$ cat src/rtl/key_capture_ctrl.sv
// Push-button capture controller: synchronises and debounces key_i, issues
// one-cycle capture strobes (with optional auto-repeat) and latches sw_i.
module key_capture_ctrl #(
    parameter int DEBOUNCE_CYC = 4,
    parameter int HOLD_CYC     = 16,
    parameter int REPEAT_CYC   = 8,
    parameter int DATA_W       = 14
) (
    input  logic              clk100_i,
    input  logic              rstn_i,
    input  logic              key_i,
    input  logic [DATA_W-1:0] sw_i,
    input  logic              rpt_en_i,
    output logic              capture_o,
    output logic [DATA_W-1:0] data_o,
    output logic [7:0]        press_cnt_o,
    output logic [2:0]        state_o
);

    localparam int MAX_DH  = (DEBOUNCE_CYC > HOLD_CYC) ? DEBOUNCE_CYC : HOLD_CYC;
    localparam int MAX_CYC = (MAX_DH > REPEAT_CYC) ? MAX_DH : REPEAT_CYC;
    localparam int CNT_W   = (MAX_CYC > 1) ? $clog2(MAX_CYC) : 1;

    localparam logic [CNT_W-1:0] DB_LAST   = CNT_W'(DEBOUNCE_CYC - 1);
    localparam logic [CNT_W-1:0] HOLD_LAST = CNT_W'(HOLD_CYC - 1);
    localparam logic [CNT_W-1:0] REP_LAST  = CNT_W'(REPEAT_CYC - 1);

    typedef enum logic [2:0] {
        IDLE     = 3'd0,
        DB_PRESS = 3'd1,
        HELD     = 3'd2,
        REPEAT   = 3'd3,
        DB_REL   = 3'd4
    } state_t;

    state_t              state_reg;
    logic [CNT_W-1:0]    cnt_reg;
    logic                sync1_reg;
    logic                sync2_reg;
    logic                capture_reg;
    logic [DATA_W-1:0]   data_reg;
    logic [7:0]          press_cnt_reg;
    logic                pressed;

    // Synchroniser flops reset to the released level so a held key after
    // reset is seen as a fresh press.
    always_ff @(posedge clk100_i) begin
        if (!rstn_i) begin
            sync1_reg <= 1'b1;
            sync2_reg <= 1'b1;
        end else begin
            sync1_reg <= key_i;
            sync2_reg <= sync1_reg;
        end
    end

    assign pressed = ~sync2_reg;

    always_ff @(posedge clk100_i) begin
        if (!rstn_i) begin
            state_reg     <= IDLE;
            cnt_reg       <= '0;
            capture_reg   <= 1'b0;
            data_reg      <= '0;
            press_cnt_reg <= 8'd0;
        end else begin
            capture_reg <= 1'b0;
            case (state_reg)
                IDLE: begin
                    if (pressed) begin
                        state_reg <= DB_PRESS;
                        cnt_reg   <= '0;
                    end
                end
                DB_PRESS: begin
                    if (!pressed) begin
                        state_reg <= IDLE;
                        cnt_reg   <= '0;
                    end else if (cnt_reg == DB_LAST) begin
                        state_reg     <= HELD;
                        cnt_reg       <= '0;
                        capture_reg   <= 1'b1;
                        data_reg      <= sw_i;
                        press_cnt_reg <= press_cnt_reg + 8'd1;
                    end else begin
                        cnt_reg <= cnt_reg + 1'b1;
                    end
                end
                HELD: begin
                    if (!pressed) begin
                        state_reg <= DB_REL;
                        cnt_reg   <= '0;
                    end else if (rpt_en_i) begin
                        if (cnt_reg == HOLD_LAST) begin
                            state_reg     <= REPEAT;
                            cnt_reg       <= '0;
                            capture_reg   <= 1'b1;
                            data_reg      <= sw_i;
                            press_cnt_reg <= press_cnt_reg + 8'd1;
                        end else begin
                            cnt_reg <= cnt_reg + 1'b1;
                        end
                    end else if (cnt_reg != HOLD_LAST) begin
                        // Without repeat the hold timer parks at its last value.
                        cnt_reg <= cnt_reg + 1'b1;
                    end
                end
                REPEAT: begin
                    if (!pressed) begin
                        state_reg <= DB_REL;
                        cnt_reg   <= '0;
                    end else if (!rpt_en_i) begin
                        state_reg <= HELD;
                        cnt_reg   <= '0;
                    end else if (cnt_reg == REP_LAST) begin
                        cnt_reg       <= '0;
                        capture_reg   <= 1'b1;
                        data_reg      <= sw_i;
                        press_cnt_reg <= press_cnt_reg + 8'd1;
                    end else begin
                        cnt_reg <= cnt_reg + 1'b1;
                    end
                end
                DB_REL: begin
                    if (pressed) begin
                        cnt_reg <= '0;
                    end else if (cnt_reg == DB_LAST) begin
                        state_reg <= IDLE;
                        cnt_reg   <= '0;
                    end else begin
                        cnt_reg <= cnt_reg + 1'b1;
                    end
                end
                default: begin
                    state_reg <= IDLE;
                    cnt_reg   <= '0;
                end
            endcase
        end
    end

    assign capture_o   = capture_reg;
    assign data_o      = data_reg;
    assign press_cnt_o = press_cnt_reg;
    assign state_o     = state_reg;

endmodule

$ cat config.mk
export PLATFORM = sky130hd
export DESIGN_NAME = key_capture_ctrl
export DESIGN_NICKNAME = d
export VERILOG_FILES = /design/src/rtl/key_capture_ctrl.sv
export SDC_FILE = /design/constraint.sdc
export NUM_CORES = 1
export LEC_CHECK = 0
export BUFFER_PORTS_ARGS = -buffer_cell sky130_fd_sc_hd__buf_2
export CAP_MARGIN = 20
export CORE_MARGIN = 2
export CORE_UTILIZATION = 50
export DETAILED_ROUTE_END_ITERATION = 8
export PLACE_DENSITY_LB_ADDON = 0.2
export SYNTH_ARGS = -nofsm -noshare
export SYNTH_HDL_FRONTEND = slang
export SYNTH_SLANG_ARGS = --single-unit
$ cat constraint.sdc
create_clock -name clk100_i -period 4.96 [get_ports clk100_i]
set_clock_uncertainty 0.1 [all_clocks]
set_input_delay 0.248 -clock clk100_i [delete_from_list [all_inputs] [get_ports clk100_i]]
set_output_delay 0.248 -clock clk100_i [all_outputs]
set_load 0.02 [all_outputs]
==> qor.tcl, run 1 <==
set qor(ys_seq_area_share_pct) 36.8
set qor(arrival_ns) 2.75
set qor(critical_path_buf_inv_count) 0
set qor(timing.critical_path.to) {data_o[10]}
set qor(timing.final.setup_violations) 0
set qor(netlist_instances) 203
set qor(synthesis.yosys.warnings) 0
set qor(grt_start_max_net_pins) 57
set qor(clk-insertion-delay-late_ns) 0.33
set qor(number_of_flip_flops_under_the_largest_register_name) 14
set qor(post-synth-top-area-fraction_pct) 36.8
set qor(post_cts_resize_count) 0
set qor(finalHoldViolations) 0
set qor(rsz0062_at_grt) {no}
set qor(timing.hold.ws_ns) 0.0335
set qor(detailedPlacementHpwl_mm) 2.24
set qor(routedWlPerCell_um) 11.7
set qor(drv_cap) 0
set qor(path_depth) 4
set qor(synthFlopType) {sky130_fd_sc_hd__dfxtp_1}
set qor(synth-edff-count) 0
set qor(post-cts-setup-buffers) 0
set qor(area.sequential_um2) 641
set qor(routed_wirelength_mm) 3.34
set qor(fillerInstances) 308
set qor(critPathTopFamily) {compound AO/OA/AOI/OAI gates}
set qor(critical_path.endpoint_type) {flip-flop}
set qor(worstReg2RegStart) {state_o[0]}
set qor(worst_path_max_delay_cell) {sky130_fd_sc_hd__a211oi_4}
set qor(reg2reg_slack_ns) 2.37
set qor(viasPerCell) 5.30
set qor(die_area_um2) 3970
set qor(power.static_leakage_nw) 0.826
set qor(route.antenna.remaining_nets) 0
set qor(r2r-end) {data_o[10]}
set qor(vdd_ir_drop_max_mv) 0.209
set qor(syn2layout_area_growth_pct) 16.9
set qor(worst_ep_required_time_ns) 5.13
set qor(buffer_ports.inserted) 43
set qor(cts.htree.levels) 2
set qor(groute.usage.overall_pct) 19.1
set qor(antenna-diode-count) 0
set qor(drive_above_1_share_pct) 24.2
set qor(root_buffer) {sky130_fd_sc_hd__clkbuf_4}
set qor(critical_path_class) {reg2reg}
set qor(floorplan.initialDensity_pct) 52.2
set qor(cpPeakStageDelay_ns) 0.95
set qor(num-nets-final) 259
set qor(floorplan.io_pins) 44
set qor(yosys_register_bits) 32
set qor(critPathMaxFanout) 17
set qor(finalCritPeriodShare_pct) 52.1
set qor(drt_drc_violations_left) 0
set qor(crit_chain) {nor2b_1, nand2_1, a211oi_4, mux2i_1}
set qor(first_global_vias) 1406
set qor(tritoncts_clock_tree) {done}
set qor(mappedNetlistNets) 223
set qor(tightest_pin_transition_ns) 1.04
set qor(powerDensity_nw_per_um2) 258
set qor(finalCriticalPeriod_ns) 2.59
set qor(grt_first_pass_wirelength_mm) 6.18
set qor(cts_sinks) 32
set qor(slew-limit-headroom_pct) 30.4
set qor(cts-buffers-inserted) 5
set qor(detailroute.via_count) 1516
set qor(detail_route.first_pass.iterations) 4
set qor(cp-start-kind) {flip-flop}
set qor(min-delay-path-class) {in2reg}
set qor(synth_largest_area_cell) {sky130_fd_sc_hd__dfxtp_1}
set qor(rr_worst_depth) 4
set qor(setup.worst_path.start) {state_o[0]}
set qor(global_route.overflow_total) 0
set qor(dr.first_iter.drc_count) 110
set qor(worst_setup_hold_path_clk_slew_ns) 0.12
set qor(max_freq_ghz) 0.387
set qor(post_synth_main_area_contributors) {sky130_fd_sc_hd__dfxtp_1 (37%), sky130_fd_sc_hd__mux2i_1 (13%), sky130_fd_sc_hd__nand2_1 (9.1%)}
set qor(run_status) {complete, no violations}
set qor(coreArea_um2) 3340
set qor(async_reset_ff_share_pct) 0
set qor(totalNegativeSetupSlack_ns) 0
set qor(cts_buffer_depth) 2
set qor(chipWidth_um) 63.0
set qor(multiInputGateArea_um2) 1010
set qor(globalplace.congestion) 0.815
set qor(die_h_um) 63.0
set qor(avgSynthCellArea_um2) 8.58
set qor(ys_types) 42
set qor(syn-cell-area_um2) 1740
set qor(std_cell_rows) 21
set qor(grt_antenna_before_repair) 0
set qor(maxSlewViolCount) 0
set qor(cts-hold-fix-buffers) 1
[cell families after synthesis]
logic type	count (synthesis)	share of synthesized area (%)
fa+ha+maj	2	1.44
buf+inv	20	5.24
simple gates	97	28.8
mux	22	12.6
xor+xnor	1	0.503
flops	32	36.8
compound gates	29	14.6
[area by class of cell]
cell class | instances | share of cell area, %
Inverter | 5 | 0.922
Clock buffer | 5 | 1.84
Clock inverter | 3 | 2.27
Sequential cell | 32 | 31.5
Tap cell | 46 | 2.83
Multi-Input combinational cell | 151 | 49.6
Timing Repair Buffer | 44 | 11.1
[metal layers]
metal / share of wire, % / global-route usage (%) / vias up
met5: 0 / 0 / -
met4: 0.69 / 6.67 / 0
met3: 5.5 / 5.59 / 2
met2: 45 / 28.9 / 44
met1: 49 / 25.7 / 685
li1: - / - / 785
[worst min-delay path by stage]
stage                  to  cells after the start       from  slack (ns)
3_3_place_gp    sync2_reg                      1  sync1_reg        0.29
6_report        data_o[0]                      3    sw_i[0]        0.03
4_1_cts        data_o[11]                      3   sw_i[11]        0.01
5_1_grt        data_o[11]                      3   sw_i[11]        0.02
2_1_floorplan   sync1_reg                      1      key_i        0.25
3_5_place_dp    sync2_reg                      1  sync1_reg        0.30
[placed cells by master, fill, tap and decap left out, drive strengths merged, types with 2 or more instances in the layout]
master    n
buf      43
and3      5
or2       2
nor4      2
nand4b    2
mux2i    22
a2111oi   6
nor2b     4
clkbuf    5
nand2    42
nand3b    3
nor2      9
a21oi     2
nand3     5
ha        2
nand2b   14
o21ai     5
inv       6
dfxtp    32
nor3      3
a211oi    3
nor4b     2
[cell usage after synthesis (3+ instances only)]
cell type / n
sky130_fd_sc_hd__inv_1: 5
sky130_fd_sc_hd__mux2i_1: 22
sky130_fd_sc_hd__nand3b_1: 3
sky130_fd_sc_hd__nand3_1: 5
sky130_fd_sc_hd__nand2b_1: 14
sky130_fd_sc_hd__and3_1: 5
sky130_fd_sc_hd__nor3_1: 3
sky130_fd_sc_hd__a2111oi_0: 6
sky130_fd_sc_hd__nor2b_1: 4
sky130_fd_sc_hd__buf_2: 4
sky130_fd_sc_hd__clkbuf_1: 10
sky130_fd_sc_hd__o21ai_0: 5
sky130_fd_sc_hd__dfxtp_1: 32
sky130_fd_sc_hd__nand2_1: 42
sky130_fd_sc_hd__nor2_1: 9
[per-stage QoR]
stage	setup WS, ns	total power [mW]	area [um2]	cells	util (%)
after global routing	2.10	0.556	2040	286	61.0
after detailed placement	2.37	0.323	1940	277	58.2
after global placement	2.41	0.323	1940	277	58.2
after CTS	2.34	0.534	2040	286	61.0
final	2.37	0.526	2040	286	61.0
after floorplan	2.91	0.309	1740	203	-
[report_power, final]
group,internal (mW),switching [mW],leakage (nW)
registers,0.260,0.00853,0.258
logic,0.0215,0.0286,0.526
clock network,0.108,0.100,0.0418
[tightest hold or removal path: stages]
cell	delay, ns
sky130_fd_sc_hd__buf_2	0.09
sky130_fd_sc_hd__nand2_1	0.04
sky130_fd_sc_hd__mux2i_1	0.05
No activity file was read; power rests on OpenSTA's default activity.
==> run 2: changes to the inputs <==
--- a/config.mk
+++ b/config.mk
@@ -5,6 +5,7 @@
 export SDC_FILE = /design/constraint.sdc
 export NUM_CORES = 1
 export LEC_CHECK = 0
+export ABC_AREA = 1
 export BUFFER_PORTS_ARGS = -buffer_cell sky130_fd_sc_hd__buf_2
 export CAP_MARGIN = 20
 export CORE_MARGIN = 2
==> constraint.sdc (replaced) <==
create_clock -name clk100_i -period 2.49 [get_ports clk100_i]
set_clock_uncertainty 0.1 [all_clocks]
set_input_delay 0.1245 -clock clk100_i [delete_from_list [all_inputs] [get_ports clk100_i]]
set_output_delay 0.1245 -clock clk100_i [all_outputs]
set_load 0.02 [all_outputs]
==> run 2 against run 1 <==
Effect of this change: first-iteration DRC count down 22%; routed wire length up 6.7%; area after synthesis down 9.6%; clock power up 93%; sequential power up 120%; sequential share of layout area up 0.35 points.
==> qor.tcl, run 2 <==
set qor(dpl-instance-area_um2) 1780 ;# was 1940 um2
set qor(syn2layout_area_growth_pct) 27.8 ;# was 16.9%
set qor(routed_wirelength_mm) 3.56 ;# was 3.34 mm
set qor(synth-edff-count) 0 ;# unchanged
set qor(cts_sinks) 32 ;# unchanged
set qor(layout_commonest_cell) {sky130_fd_sc_hd__nor2_1} ;# was sky130_fd_sc_hd__buf_2
set qor(synthFlopType) {sky130_fd_sc_hd__dfxtp_1} ;# unchanged
set qor(num-nets-final) 288 ;# was 259
set qor(cp-start-kind) {flip-flop} ;# unchanged
set qor(maxSlewViolCount) 0 ;# unchanged
set qor(die_h_um) 60.1 ;# was 63.0 um
set qor(arrival_ns) 1.95 ;# was 2.75 ns
set qor(post_synth_main_area_contributors) {sky130_fd_sc_hd__dfxtp_1 (41%), sky130_fd_sc_hd__nor2_1 (12%), sky130_fd_sc_hd__nand2_1 (7.1%)} ;# was sky130_fd_sc_hd__dfxtp_1 (37%), sky130_fd_sc_hd__mux2i_1 (13%), sky130_fd_sc_hd__nand2_1 (9.1%)
set qor(detailroute.via_count) 1544 ;# was 1516
set qor(cts_buffer_depth) 2 ;# unchanged
set qor(critical_path.endpoint_type) {flip-flop} ;# unchanged
set qor(globalplace.congestion) 0.896 ;# was 0.815
set qor(syn-cell-area_um2) 1580 ;# was 1740 um2
set qor(floorplan.io_pins) 44 ;# unchanged
set qor(viasPerCell) 4.93 ;# was 5.30
set qor(slew-limit-headroom_pct) 74.3 ;# was 30.4%
set qor(fillerInstances) 274 ;# was 308
set qor(synth_most_common_cell) {sky130_fd_sc_hd__nor2_1} ;# was sky130_fd_sc_hd__nand2_1
set qor(rsz0062_at_grt) {no} ;# unchanged
set qor(detail_route.first_pass.iterations) 4 ;# unchanged
set qor(cts-buffers-inserted) 5 ;# unchanged
set qor(route.antenna.remaining_nets) 0 ;# unchanged
set qor(first_global_vias) 1387 ;# was 1406
set qor(post_layout_nonfiller_instances) 313 ;# was 286
set qor(multiInputGateArea_um2) 822 ;# was 1010 um2
set qor(drt_drc_violations_left) 0 ;# unchanged
set qor(post-cts-setup-buffers) 0 ;# unchanged
set qor(timing.final.setup_violations) 0 ;# unchanged
set qor(antenna-diode-count) 0 ;# unchanged
set qor(worst_ep_required_time_ns) 2.63 ;# was 5.13 ns
set qor(powerDensity_nw_per_um2) 645 ;# was 258 nW/um2
set qor(groute.usage.overall_pct) 22.3 ;# was 19.1%
set qor(critPathMaxFanout) 27 ;# was 17
set qor(synth_top_cells_by_count) {sky130_fd_sc_hd__nor2_1 (52), sky130_fd_sc_hd__dfxtp_1 (32), sky130_fd_sc_hd__nand2_1 (30)} ;# was sky130_fd_sc_hd__nand2_1 (42), sky130_fd_sc_hd__dfxtp_1 (32), sky130_fd_sc_hd__mux2i_1 (22)
set qor(yosys_register_bits) 32 ;# unchanged
set qor(number_of_flip_flops_under_the_largest_register_name) 14 ;# unchanged
set qor(dp_cells) 290 ;# was 277
set qor(finalCritPeriodShare_pct) 72.4 ;# was 52.1%
set qor(grt_start_max_net_pins) 28 ;# was 57
set qor(root_buffer) {sky130_fd_sc_hd__clkbuf_4} ;# unchanged
set qor(vdd_ir_drop_max_mv) 0.419 ;# was 0.209 mV
set qor(final_area_um2) 2010 ;# was 2040 um2
set qor(avgSynthCellArea_um2) 7.54 ;# was 8.58 um2
set qor(area.sequential_um2) 641 ;# unchanged
set qor(dr.first_iter.drc_count) 86 ;# was 110
set qor(power.static_leakage_nw) 1.01 ;# was 0.826 nW
set qor(ys_seq_area_share_pct) 40.7 ;# was 36.8%
set qor(critical_path_class) {reg2reg} ;# unchanged
set qor(timing.hold.ws_ns) 0.0880 ;# was 0.0335 ns
set qor(final_cell_mix) {sky130_fd_sc_hd__nor2_1 (52), sky130_fd_sc_hd__buf_2 (43), sky130_fd_sc_hd__dfxtp_1 (32), sky130_fd_sc_hd__nand2_1 (30), sky130_fd_sc_hd__nand3_1 (19)} ;# was sky130_fd_sc_hd__buf_2 (43), sky130_fd_sc_hd__nand2_1 (42), sky130_fd_sc_hd__dfxtp_1 (32), sky130_fd_sc_hd__mux2i_1 (22), sky130_fd_sc_hd__nand2b_1 (14)
set qor(tightest_pin_transition_ns) 0.385 ;# was 1.04 ns
set qor(finalHoldViolations) 0 ;# unchanged
set qor(grt_first_pass_wirelength_mm) 6.00 ;# was 6.18 mm
set qor(run_status) {complete, no violations} ;# unchanged
set qor(buffer_ports.inserted) 43 ;# unchanged
set qor(clk-insertion-delay-late_ns) 0.35 ;# was 0.33 ns
set qor(routedWlPerCell_um) 11.4 ;# was 11.7 um
set qor(grt_antenna_before_repair) 0 ;# unchanged
set qor(ys_types) 33 ;# was 42
set qor(cts.htree.levels) 2 ;# unchanged
set qor(chipWidth_um) 60.1 ;# was 63.0 um
set qor(std_cell_rows) 20 ;# was 21
set qor(drive_above_1_share_pct) 26.0 ;# was 24.2%
set qor(post-synth-top-area-fraction_pct) 40.7 ;# was 36.8%
set qor(max_freq_ghz) 0.554 ;# was 0.387 GHz
set qor(min-delay-path-class) {in2reg} ;# unchanged
set qor(worst_setup_hold_path_clk_slew_ns) 0.10 ;# was 0.12 ns
set qor(async_reset_ff_share_pct) 0 ;# unchanged
set qor(global_route.overflow_total) 0 ;# unchanged
set qor(mappedNetlistNets) 229 ;# was 223
set qor(totalNegativeSetupSlack_ns) 0 ;# unchanged
set qor(synth_largest_area_cell) {sky130_fd_sc_hd__dfxtp_1} ;# unchanged
set qor(floorplan.initialDensity_pct) 52.0 ;# was 52.2%
set qor(netlist_instances) 209 ;# was 203
set qor(coreArea_um2) 3030 ;# was 3340 um2
set qor(die_area_um2) 3620 ;# was 3970 um2
set qor(tritoncts_clock_tree) {done} ;# unchanged
set qor(drv_cap) 0 ;# unchanged
set qor(synthesis.yosys.warnings) 0 ;# unchanged
set qor(finalCriticalPeriod_ns) 1.80 ;# was 2.59 ns
set qor(detailedPlacementHpwl_mm) 2.34 ;# was 2.24 mm
==> run 2: repair_timing <==
| action | in CTS | in global routing |
|---|---|---|
| resized for setup | 0 | 0 |
| endpoints found under the hold margin | 15 | 0 |
| endpoints found under the setup margin | 0 | 0 |
| hold buffers | 15 | 0 |
==> run 2: cell type report <==
class	instances	share of cell area [%]
tap	44	2.73
inverter	12	2.49
multi-input combinational	159	40.8
timing repair buffer	58	18.1
clock inverter	3	2.11
clock buffer	5	1.86
sequential	32	31.8
==> run 2: where the power goes <==
part / internal, mW / switching, mW / total (mW)
combinational: 0.123 / 0.193 / 0.316
clock: 0.209 / 0.191 / 0.401
sequential: 0.542 / 0.0403 / 0.583
==> run 2: cells by family after synthesis <==
| logic type | count (synthesis) | synth area share, % |
|---|---|---|
| buf+inv | 18 | 7.15 |
| flops | 32 | 40.7 |
| compound gates | 33 | 11.8 |
| xor+xnor | 5 | 2.78 |
| simple gates | 119 | 36.1 |
| fa+ha+maj | 2 | 1.59 |
==> run 2: per-stage QoR <==
stage	util [%]	setup slack (ns)	power [mW]
after floorplan	-	0.907	0.815
after global placement	58.9	0.765	0.888
after detailed placement	58.9	0.691	0.889
after CTS	66.5	0.684	1.31
after global routing	66.5	0.536	1.39
final	66.5	0.686	1.30
==> run 2: metal layers <==
metal / vias to the layer above / GRT usage (%) / wire length (um)
li1: 801 / - / -
met1: 687 / 27.4 / 1610
met2: 45 / 34.6 / 1690
met3: 11 / 8.44 / 194
met4: 0 / 9.84 / 76
met5: - / 0 / 0
==> run 2: path summary, 6_finish.rpt <==
| kind | cells past startpoint | end | from | slack [ns] |
|---|---|---|---|---|
| min | 3 | state_o[1] | rstn_i | 0.09 |
| max | 8 | data_o[4] | cnt_reg[0] | 0.69 |
| max reg2reg | 8 | data_o[4] | cnt_reg[0] | 0.69 |
| min reg2reg | 1 | sync2_reg | sync1_reg | 0.32 |
==> run 2: critical path: stages, from the launching register on <==
cell and delay, ns:
sky130_fd_sc_hd__dfxtp_1 0.39, sky130_fd_sc_hd__ha_1 0.28, sky130_fd_sc_hd__nand3_2 0.15, sky130_fd_sc_hd__nor2_4 0.13
sky130_fd_sc_hd__nand2_4 0.07, sky130_fd_sc_hd__nand3_4 0.28, sky130_fd_sc_hd__inv_6 0.12, sky130_fd_sc_hd__nor2_1 0.12
sky130_fd_sc_hd__nor2_1 0.05
